$ cat config.mk
export PLATFORM = sky130hd
export DESIGN_NAME = debounced_updown_counter
export DESIGN_NICKNAME = d
export VERILOG_FILES = /design/src/rtl/debounced_updown_counter.sv
export SDC_FILE = /design/constraint.sdc
export NUM_CORES = 1
export LEC_CHECK = 0
export ABC_AREA = 1
export CAP_MARGIN = 30
export CORE_MARGIN = 2
export CORE_UTILIZATION = 45
export CTS_CLUSTER_SIZE = 30
export DETAILED_ROUTE_END_ITERATION = 10
export GPL_TIMING_DRIVEN = 0
export SLEW_MARGIN = 20
export SYNTH_ARGS = -nofsm -noshare
export SYNTH_HDL_FRONTEND = slang
export SYNTH_SLANG_ARGS = --single-unit
$ cat constraint.sdc
create_clock -name sysclk -period 3.16 [get_ports sysclk]
set_input_delay 0.474 -clock sysclk [delete_from_list [all_inputs] [get_ports sysclk]]
set_output_delay 0.474 -clock sysclk [all_outputs]
set_load 0.01 [all_outputs]
$ cat src/rtl/debounced_updown_counter.sv
// Debounced up/down/clear push-button counter with LED mirror and bound pulse.
// Define BTN_AUTOREPEAT_EN for auto-repeat on held up/down (RPT_DELAY, RPT_PERIOD >= 2).
module debounced_updown_counter #(
    parameter int WIDTH        = 4,
    parameter int DB_THRESHOLD = 300,
    parameter int SATURATE     = 0,
    parameter int RPT_DELAY    = 5000,
    parameter int RPT_PERIOD   = 1000
) (
    input  logic             sysclk,
    input  logic             reset,
    input  logic             btn_up,
    input  logic             btn_down,
    input  logic             btn_clear,
    output logic [WIDTH-1:0] count,
    output logic [3:0]       led,
    output logic             limit_hit
);
    localparam int N_BTN = 3;
    localparam int DBW = $clog2(DB_THRESHOLD);
    localparam logic [WIDTH-1:0] MAX_COUNT = '1;

    logic [N_BTN-1:0] rawBtn;
    logic [N_BTN-1:0] sync1_q;
    logic [N_BTN-1:0] sync2_q;
    logic [N_BTN-1:0] stable_q;
    logic [N_BTN-1:0] stable_d;
    logic [N_BTN-1:0] stableDly_q;
    logic [N_BTN-1:0] press_q;
    logic [DBW-1:0]   dbCnt_q [N_BTN];
    logic [DBW-1:0]   dbCnt_d [N_BTN];

    logic             upStep;
    logic             downStep;
    logic             clearStep;
    logic [WIDTH-1:0] count_q;
    logic [WIDTH-1:0] count_d;
    logic [3:0]       led_q;
    logic             limit_q;
    logic             limit_d;

    assign rawBtn = {btn_clear, btn_down, btn_up};

    // A new level is accepted on the DB_THRESHOLD-th consecutive differing sample.
    always_comb begin
        for (int i = 0; i < N_BTN; i++) begin
            stable_d[i] = stable_q[i];
            dbCnt_d[i]  = '0;
            if (sync2_q[i] != stable_q[i]) begin
                if (dbCnt_q[i] == DBW'(DB_THRESHOLD - 1)) begin
                    stable_d[i] = sync2_q[i];
                end else begin
                    dbCnt_d[i] = dbCnt_q[i] + 1'b1;
                end
            end
        end
    end

    always_ff @(posedge sysclk or posedge reset) begin
        if (reset) begin
            sync1_q     <= '0;
            sync2_q     <= '0;
            stable_q    <= '0;
            stableDly_q <= '0;
            press_q     <= '0;
            for (int i = 0; i < N_BTN; i++) begin
                dbCnt_q[i] <= '0;
            end
        end else begin
            sync1_q     <= rawBtn;
            sync2_q     <= sync1_q;
            stable_q    <= stable_d;
            stableDly_q <= stable_q;
            press_q     <= stable_q & ~stableDly_q;
            for (int i = 0; i < N_BTN; i++) begin
                dbCnt_q[i] <= dbCnt_d[i];
            end
        end
    end

`ifdef BTN_AUTOREPEAT_EN
    localparam int RPT_MAX = (RPT_DELAY > RPT_PERIOD) ? RPT_DELAY : RPT_PERIOD;
    localparam int RPW = $clog2(RPT_MAX + 1);

    logic [RPW-1:0] rptCnt_q [2];
    logic [1:0]     rptFirst_q;
    logic [1:0]     rpt_q;

    // rptCnt_q counts cycles since the last step event; a release cancels the pending repeat.
    always_ff @(posedge sysclk or posedge reset) begin
        if (reset) begin
            rptFirst_q <= '0;
            rpt_q      <= '0;
            for (int i = 0; i < 2; i++) begin
                rptCnt_q[i] <= '0;
            end
        end else begin
            for (int i = 0; i < 2; i++) begin
                rpt_q[i] <= stable_q[i] & stable_d[i] & ~(press_q[i] | rpt_q[i])
                            & (rptCnt_q[i] == (rptFirst_q[i] ? RPW'(RPT_DELAY - 1)
                                                             : RPW'(RPT_PERIOD - 1)));
                if (!stable_q[i]) begin
                    rptCnt_q[i] <= '0;
                end else if (press_q[i] | rpt_q[i]) begin
                    rptCnt_q[i]   <= RPW'(1);
                    rptFirst_q[i] <= press_q[i];
                end else begin
                    rptCnt_q[i] <= rptCnt_q[i] + 1'b1;
                end
            end
        end
    end

    assign upStep   = press_q[0] | rpt_q[0];
    assign downStep = press_q[1] | rpt_q[1];
`else
    logic unusedRptParams;
    assign unusedRptParams = ^{RPT_DELAY, RPT_PERIOD};
    assign upStep   = press_q[0];
    assign downStep = press_q[1];
`endif
    assign clearStep = press_q[2];

    always_comb begin
        count_d = count_q;
        limit_d = 1'b0;
        if (clearStep) begin
            count_d = '0;
        end else if (upStep && !downStep) begin
            if (count_q == MAX_COUNT) begin
                limit_d = 1'b1;
                count_d = (SATURATE != 0) ? MAX_COUNT : '0;
            end else begin
                count_d = count_q + 1'b1;
            end
        end else if (downStep && !upStep) begin
            if (count_q == '0) begin
                limit_d = 1'b1;
                count_d = (SATURATE != 0) ? '0 : MAX_COUNT;
            end else begin
                count_d = count_q - 1'b1;
            end
        end
    end

    always_ff @(posedge sysclk or posedge reset) begin
        if (reset) begin
            count_q <= '0;
            led_q   <= '0;
            limit_q <= 1'b0;
        end else begin
            count_q <= count_d;
            led_q   <= count_d[3:0];
            limit_q <= limit_d;
        end
    end

    assign count     = count_q;
    assign led       = led_q;
    assign limit_hit = limit_q;
endmodule
# Word-level counts from Yosys, hierarchy flattened
# Index checks and enable logic that the tools add are counted.
totals:
  inputBits: 5
  regBits: 47
classes:
  bitwise: 2
  eq_ne: 7
  n_addsub: 5
  mux: 16
  reduce_logical: 9
op_table:
  columns: ["operator", "n"]
  rows:
  - ["$mux W9", 6]
  - ["$add A9 B1 Y9 const B", 3]
  - ["$eq A9 B9 Y1 const B", 3]
  - ["$mux W4", 5]
  - ["$reduce_and A2 Y1", 3]
  - ["$mux W1", 5]
  - ["$add A4 B1 Y4 const B", 1]
  - ["$eq A4 B4 Y1 const B", 1]
  - ["$logic_not A4 Y1", 1]
  - ["$sub A4 B1 Y4 const B", 1]
  - ["$and A3 B3 Y3", 1]
  - ["$ne A1 B1 Y1", 3]
  - ["$not A3 Y3", 1]
  - ["$reduce_bool A3 Y1", 1]
  - ["$logic_and A1 B1 Y1", 2]
  - ["$logic_not A1 Y1", 2]

# Longest topological paths before layout
# Gate-level depths: netlist (run 1).
depth:
  ltp_word: 5
  depth_mapped: 8

# Worst setup path after synthesis (run 1)
# OpenSTA, ideal clock, no wires.
synth_path:
  path_type: "register -> register"
  start: "reg led[0] (netlist name)"
  end: "reg led_q[3], in the netlist led[3]"
  period_less_slack_ps: 1243
  path_buffers: 0
  stages_incl_launch_ff: 9
  arrival_ps: 1126
  setup_ps: 117
  slack_ps: 1917
  path_cell_list: "dfrtp_1 -> inv_1 -> ha_1 -> inv_1 -> nor3_2 -> nor2_1 -> nand2_1 -> nand3_1 -> nand2_1"
synth_lines:
  columns: ["item", "line", "rtl"]
  rows:
  - ["to (signal assigned)", "153", "led_q <= count_d[3:0];"]
  - ["to (decl)", "38", "logic [3:0] led_q;"]

# Worst setup path in the final report (run 1)
layout_path:
  start: "reg led_q[3], in the netlist led[3]"
  end: "out led[3]"
layout_lines:
  columns: ["item", "line", "rtl"]
  rows:
  - ["to (decl)", "16", "output logic [3:0] led,"]
# No word-level cell between the ends.

==> impl_metrics.toml, run 1 <==
[route]
wl_per_cell_um = 10.5
met3_length_um = 123
route.antenna.remaining_nets = 0
maxUsedRoutingLayer = "met4"
routed_wl_mm = 3.87
drt-initial-drc-count = 71
viasPerCell = 4.76
drc_errors = 0
met1_length_mm = 1.94
wl_met2_mm = 1.75
drtPass1Iterations = 4
dr_total_vias = 1753

[floorplan]
dieHeight_um = 76.2
dieArea_um2 = 5810
ioPinCount = 14
std_cell_rows = 26
die_w_um = 76.2
core_area_um2 = 5070
start_util = 0.462

[synthesis]
netlist.area_leader.share = 0.501
syn_inst = 276
ys_ff_latch = 47
syn-cell-area_um2 = 2350
synth_area_leaders = "dfrtp_1 (50%), nand2_1 (8.5%), inv_1 (6.9%)"
synth_nets = 286
netlist.top_cell.by_area = "dfrtp_1"
ys_types = 24
yosys_warnings = 0
seq_area_frac_synth = 0.501
syn_avg_cell_area_um2 = 8.50

[setup_path]
crit_required_ns = 2.69
path_buf_inv = 2
path_cells = "buf_4 -> clkdlybuf4s50_1"
crit_family = "buffers and inverters"
end_kind = "output port"
crit_slowest_cell = "clkdlybuf4s50_1"
reg2reg_to = "led[1]"
r2r-start = "led[0]"
cp_slowest_stage_delay_ns = 0.52
crit_cells = 2
cp.arrival_ns = 1.47
path_max_fanout = 8
criticalPathCategory = "flip-flop to output port"
reg2reg_depth = 4
r2r_setup_slack_ns = 1.79
critical_path.startpoint_type = "flip-flop"

[power_and_ir_drop]
power.switching_uw = 242
p_clk_frac = 0.433
leakagePower_uw = 0.00137
power_density_nw_per_um2 = 438
ir_drop_mv = 0.256
power_frac_comb = 0.043
internal_power_uw = 951
p_seq_frac = 0.524
swShare = 0.203

[grt]
grt_max_degree = 27
grt-ovfl-total = 0
grt_pass1_wl_mm = 7.06
grt.total_usage = 0.149
antenna_found_initial = 0
grt_pass1_vias = 1624

[finish]
antenna_cells = 0
final_common_cell = "nand2_1"
drive_above_1_share = 0.138
final_cell_area_um2 = 2720
layout_common_cells = "nand2_1 (53), dfrtp_1 (47), inv_1 (42)"
nets = 307
area_delta_synth_final_pct = 16.1

[cts]
cts_root_buf = "clkbuf_8"
hold_buffers = 0
path_clk_slew_ns = 0.09
clock_latency_ns = 0.30
postCtsSetupBuffers = 0
post_cts_resized = 0
tritoncts = "built"
htreeDepth = 2
cts_buffers = 5
ctsLongestPathBuffers = 2
cts.sinks = 47

[sta]
drv_slew = 0
rsz0062_at_grt = "no"
fin_crit_sh = 0.617
clock.fmax_mhz = 513
whs_ns = 0.351
finalHoldViolations = 0
setup-violations-final = 0
period_needed_ns = 1.95
max_slew_margin = 0.602
skew_ns = 0.00833
worst_slew_pin_slew_ns = 0.596
fin_tns_setup_ns = 0

[min_path]
min_to = "sync2_q[0]"
min_from = "sync1_q[0]"
min_path_type = "flip-flop to flip-flop"
hold_depth = 0

[job]
maxCapViolCount = 0

[placement]
io_buffer_count = 13
placed_area_um2 = 2590
place.gp.congestion = 0.823
post-dp-hpwl_mm = 2.72

[outcome]
status = "completed"
[worst reg2reg max path: stages, from the launching register on]
cell and delay (ns):
dfrtp_1 0.50, inv_1 0.12, ha_1 0.32, o21ai_0 0.19, o21ai_0 0.12
[kinds of logic (layout without fill, tap and decap cells)]
| group | Yosys count | count (layout) | synth area share |
|---|---|---|---|
| simple gates | 153 | 153 | 0.319 |
| fa+ha+maj | 5 | 5 | 0.0267 |
| compound gates | 18 | 18 | 0.0432 |
| xor+xnor | 4 | 4 | 0.0245 |
| buf+inv | 49 | 71 | 0.0853 |
| flops | 47 | 47 | 0.501 |
[synthesized netlist by cell type]
master,n
nor3_1,4
a21oi_1,10
buf_2,1
nor2_1,37
nand2_1,53
ha_1,5
nor3_2,4
a31oi_1,3
nor2_4,1
o21ai_0,3
nand3_2,5
nor3_4,1
nand3_1,32
inv_1,43
nand2_2,5
buf_4,4
a21oi_2,2
nor2_2,3
xor2_2,3
nor3b_2,2
dfrtp_1,47
xnor2_1,1
inv_2,1
nand4_1,6
[power groups by stage]
stage	sequential (uW)	combinational [uW]	clock [uW]
floorplan	635	35.3	0
detailed placement	638	52.6	0
global route	628	60.0	561
finish	626	50.8	517
CTS	626	52.5	532
global placement	637	47.7	0
[cell type report]
class,instances,area [um2]
Buffer,5,35.0
Clock buffer,6,72.6
Clock inverter,2,60.1
Fill cell,505,2350
Inverter,44,165
Multi-Input combinational cell,180,970
Sequential cell,47,1180
Tap cell,70,87.6
Timing Repair Buffer,14,158
[per-layer routing]
metal	up-vias	track usage
met4	0	0.0655
met3	5	0.0355
met5	-	0
met1	812	0.196
li1	916	-
met2	20	0.235
[worst max-delay path by stage]
stage | start | slack [ns] | endpoint
final | led[3] | 1.21 | led[3]
after detailed placement | led[0] | 1.54 | led[0]
after CTS | led[0] | 1.19 | led[0]
after global placement | reset | 0.61 | dbCnt_q[9]
after floorplan | reset | 1.57 | dbCnt_q[0]
after global routing | led[3] | 1.14 | led[3]
[stage by stage]
stage | setup WS (ns) | power, uW | util | cells
final | 1.21 | 1190 | 0.537 | 368
after global routing | 1.14 | 1250 | 0.537 | 368
after CTS | 1.19 | 1210 | 0.537 | 368
after detailed placement | 1.54 | 690 | 0.511 | 360
after global placement | 0.611 | 685 | 0.505 | 359
after floorplan | 1.57 | 671 | - | 276
[state kept, by name (all words and copies together) (netlist names)]
name         cells
dbCnt_q         27
led              4
press_q          3
stableDly_q      3
stable_q         3
sync1_q          3
sync2_q          3
limit_hit        1
No activity file was read; power rests on OpenSTA's default activity.
==> run 2, diff against run 1 <==
==> constraint.sdc (replaced) <==
create_clock -name sysclk -period 1.9 [get_ports sysclk]
set_input_delay 0.285 -clock sysclk [delete_from_list [all_inputs] [get_ports sysclk]]
set_output_delay 0.285 -clock sysclk [all_outputs]
set_load 0.01 [all_outputs]
==> results of run 2 <==
The final DEF is identical to that of run 1. Status: completed.
Main changes from that run: setup slack after placement 1.54 ns -> 0.467 ns; setup slack after layout 1.21 ns -> 0.140 ns; register-to-register setup slack 1.79 ns -> 0.53 ns; total power 1190 uW -> 1980 uW; worst IR drop on VDD 0.256 mV -> 0.426 mV
==> run 3, diff against run 2 <==
--- a/config.mk
+++ b/config.mk
@@ -7,11 +7,14 @@
 export LEC_CHECK = 0
 export ABC_AREA = 1
 export CAP_MARGIN = 30
+export CELL_PAD_IN_SITES_DETAIL_PLACEMENT = 0
+export CELL_PAD_IN_SITES_GLOBAL_PLACEMENT = 1
 export CORE_MARGIN = 2
 export CORE_UTILIZATION = 45
 export CTS_CLUSTER_SIZE = 30
 export DETAILED_ROUTE_END_ITERATION = 10
 export GPL_TIMING_DRIVEN = 0
+export PLACE_DENSITY_LB_ADDON = 0.1
 export SLEW_MARGIN = 20
 export SYNTH_ARGS = -nofsm -noshare
 export SYNTH_HDL_FRONTEND = slang
==> run 3 against run 2 <==
Effect of this change: worst setup slack better by 0.0072 ns; first-iteration DRC count is 8.5% higher; sequential cell count stayed put; die area stayed put; critical path type unchanged; total power is 5.1% lower.
==> impl_metrics.toml, run 3 (same netlist as run 1, synthesis figures left out) <==
[finish]
fillers = 512
top_register = "dbCnt_q"
post-route-util = 0.532
layout_common_cells = "nand2_1 (53), dfrtp_1 (47), inv_1 (42)"
final_common_cell = "nand2_1"
area_delta_synth_final_pct = 15.1
drive_above_1_share = 0.141
largest_register_ffs = 27
antenna_cells = 0
nets = 307

[floorplan]
dieHeight_um = 76.2
std_cell_rows = 26
ioPinCount = 14
die_w_um = 76.2
core_area_um2 = 5070
dieArea_um2 = 5810
start_util = 0.462

[power_and_ir_drop]
power_density_nw_per_um2 = 697
power_uw = 1880
leakagePower_uw = 0.00136
ir_drop_mv = 0.454

[setup_path]
reg2reg_to = "dbCnt_q[18]"
reg2reg_depth = 6
r2r_setup_slack_ns = 0.52
crit_required_ns = 1.62
end_kind = "output port"
path_max_fanout = 8
r2r-start = "dbCnt_q[18]"
critical_path.startpoint_type = "flip-flop"
criticalPathCategory = "flip-flop to output port"
cp.arrival_ns = 1.47

[sta]
max_slew_margin = 0.746
fin_crit_sh = 0.922
worst_slew_pin_slew_ns = 0.381
rsz0062_at_grt = "no"
period_needed_ns = 1.75
whs_ns = 0.257
finalHoldViolations = 0
clock.fmax_mhz = 571
setup-violations-final = 0
skew_ns = 0.0103
drv_slew = 0
fin_tns_setup_ns = 0

[job]
maxCapViolCount = 0

[cts]
clock_latency_ns = 0.30
hold_buffers = 0
ctsLongestPathBuffers = 2
post_cts_resized = 0
htreeDepth = 2
cts_root_buf = "clkbuf_8"
path_clk_slew_ns = 0.09
postCtsSetupBuffers = 0
cts.sinks = 47
cts_buffers = 5
tritoncts = "built"

[grt]
grt_pass1_wl_mm = 7.50
grt_pass1_vias = 1676
grt-ovfl-total = 0
grt_max_degree = 35
grt.total_usage = 0.160
antenna_found_initial = 0

[route]
wl_per_cell_um = 11.1
route.antenna.remaining_nets = 0
routed_wl_mm = 4.09
drc_errors = 0
viasPerCell = 4.73
drt-initial-drc-count = 77
dr_total_vias = 1739
drtPass1Iterations = 4

[placement]
post-dp-hpwl_mm = 2.96
place.gp.congestion = 0.785
io_buffer_count = 13

[outcome]
status = "completed"

[min_path]
min_path_type = "primary input to async pin"
==> run 3: cell types whose count changed in the layout (fill, tap and decap cells not counted), sizes merged <==
| cell | change |
|---|---|
| bufinv | -1 |
| clkinv | +1 |
==> run 3: worst max-delay path, stage by stage (launching register included) <==
cell	delay [ns]
dfrtp_1	0.50
buf_4	0.15
clkdlybuf4s50_1	0.52
==> run 3: stage by stage <==
stage | worst slack [ns] | instance area, um2 | std cells
6_report | 0.147 | 2700 | 368
5_1_grt | 0.0622 | 2700 | 368
4_1_cts | 0.119 | 2700 | 368
3_5_place_dp | 0.468 | 2580 | 360
3_3_place_gp | -0.433 | 2560 | 359
2_1_floorplan | 0.499 | 2350 | 276
==> run 3: metal layers <==
| layer | share of wire | vias up | global-route usage |
|---|---|---|---|
| met5 | 0 | - | 0 |
| met4 | 0.014 | 0 | 0.0600 |
| met3 | 0.028 | 5 | 0.0355 |
| met2 | 0.46 | 18 | 0.251 |
| met1 | 0.50 | 808 | 0.219 |
| li1 | - | 908 | - |
==> run 3: how the worst max path moves through the flow <==
| stage | from | endpoint | slack [ns] | depth (start not counted) |
|---|---|---|---|---|
| after global placement | reset | led[3] | -0.43 | 2 |
| after global routing | led[3] | led[3] | 0.06 | 2 |
| after CTS | led[3] | led[3] | 0.12 | 2 |
| after floorplan | reset | dbCnt_q[0] | 0.50 | 1 |
| after detailed placement | led[3] | led[3] | 0.47 | 2 |
| final | led[3] | led[3] | 0.15 | 2 |
==> run 3: final cells by class <==
cell class | count | area (um2) | area share
Sequential cell | 47 | 1180 | 0.435
Inverter | 44 | 165 | 0.0611
Multi-Input combinational cell | 180 | 970 | 0.359
Tap cell | 70 | 87.6 | 0.0324
Clock buffer | 6 | 82.6 | 0.0306
Timing Repair Buffer | 14 | 150 | 0.0556
Clock inverter | 2 | 35.0 | 0.0130
Buffer | 5 | 35.0 | 0.0130
==> run 3: report_power, final <==
part	switching [uW]	internal (uW)	total, uW
clock network	331	426	757
registers	20.2	1020	1040
logic	51.4	32.6	83.9
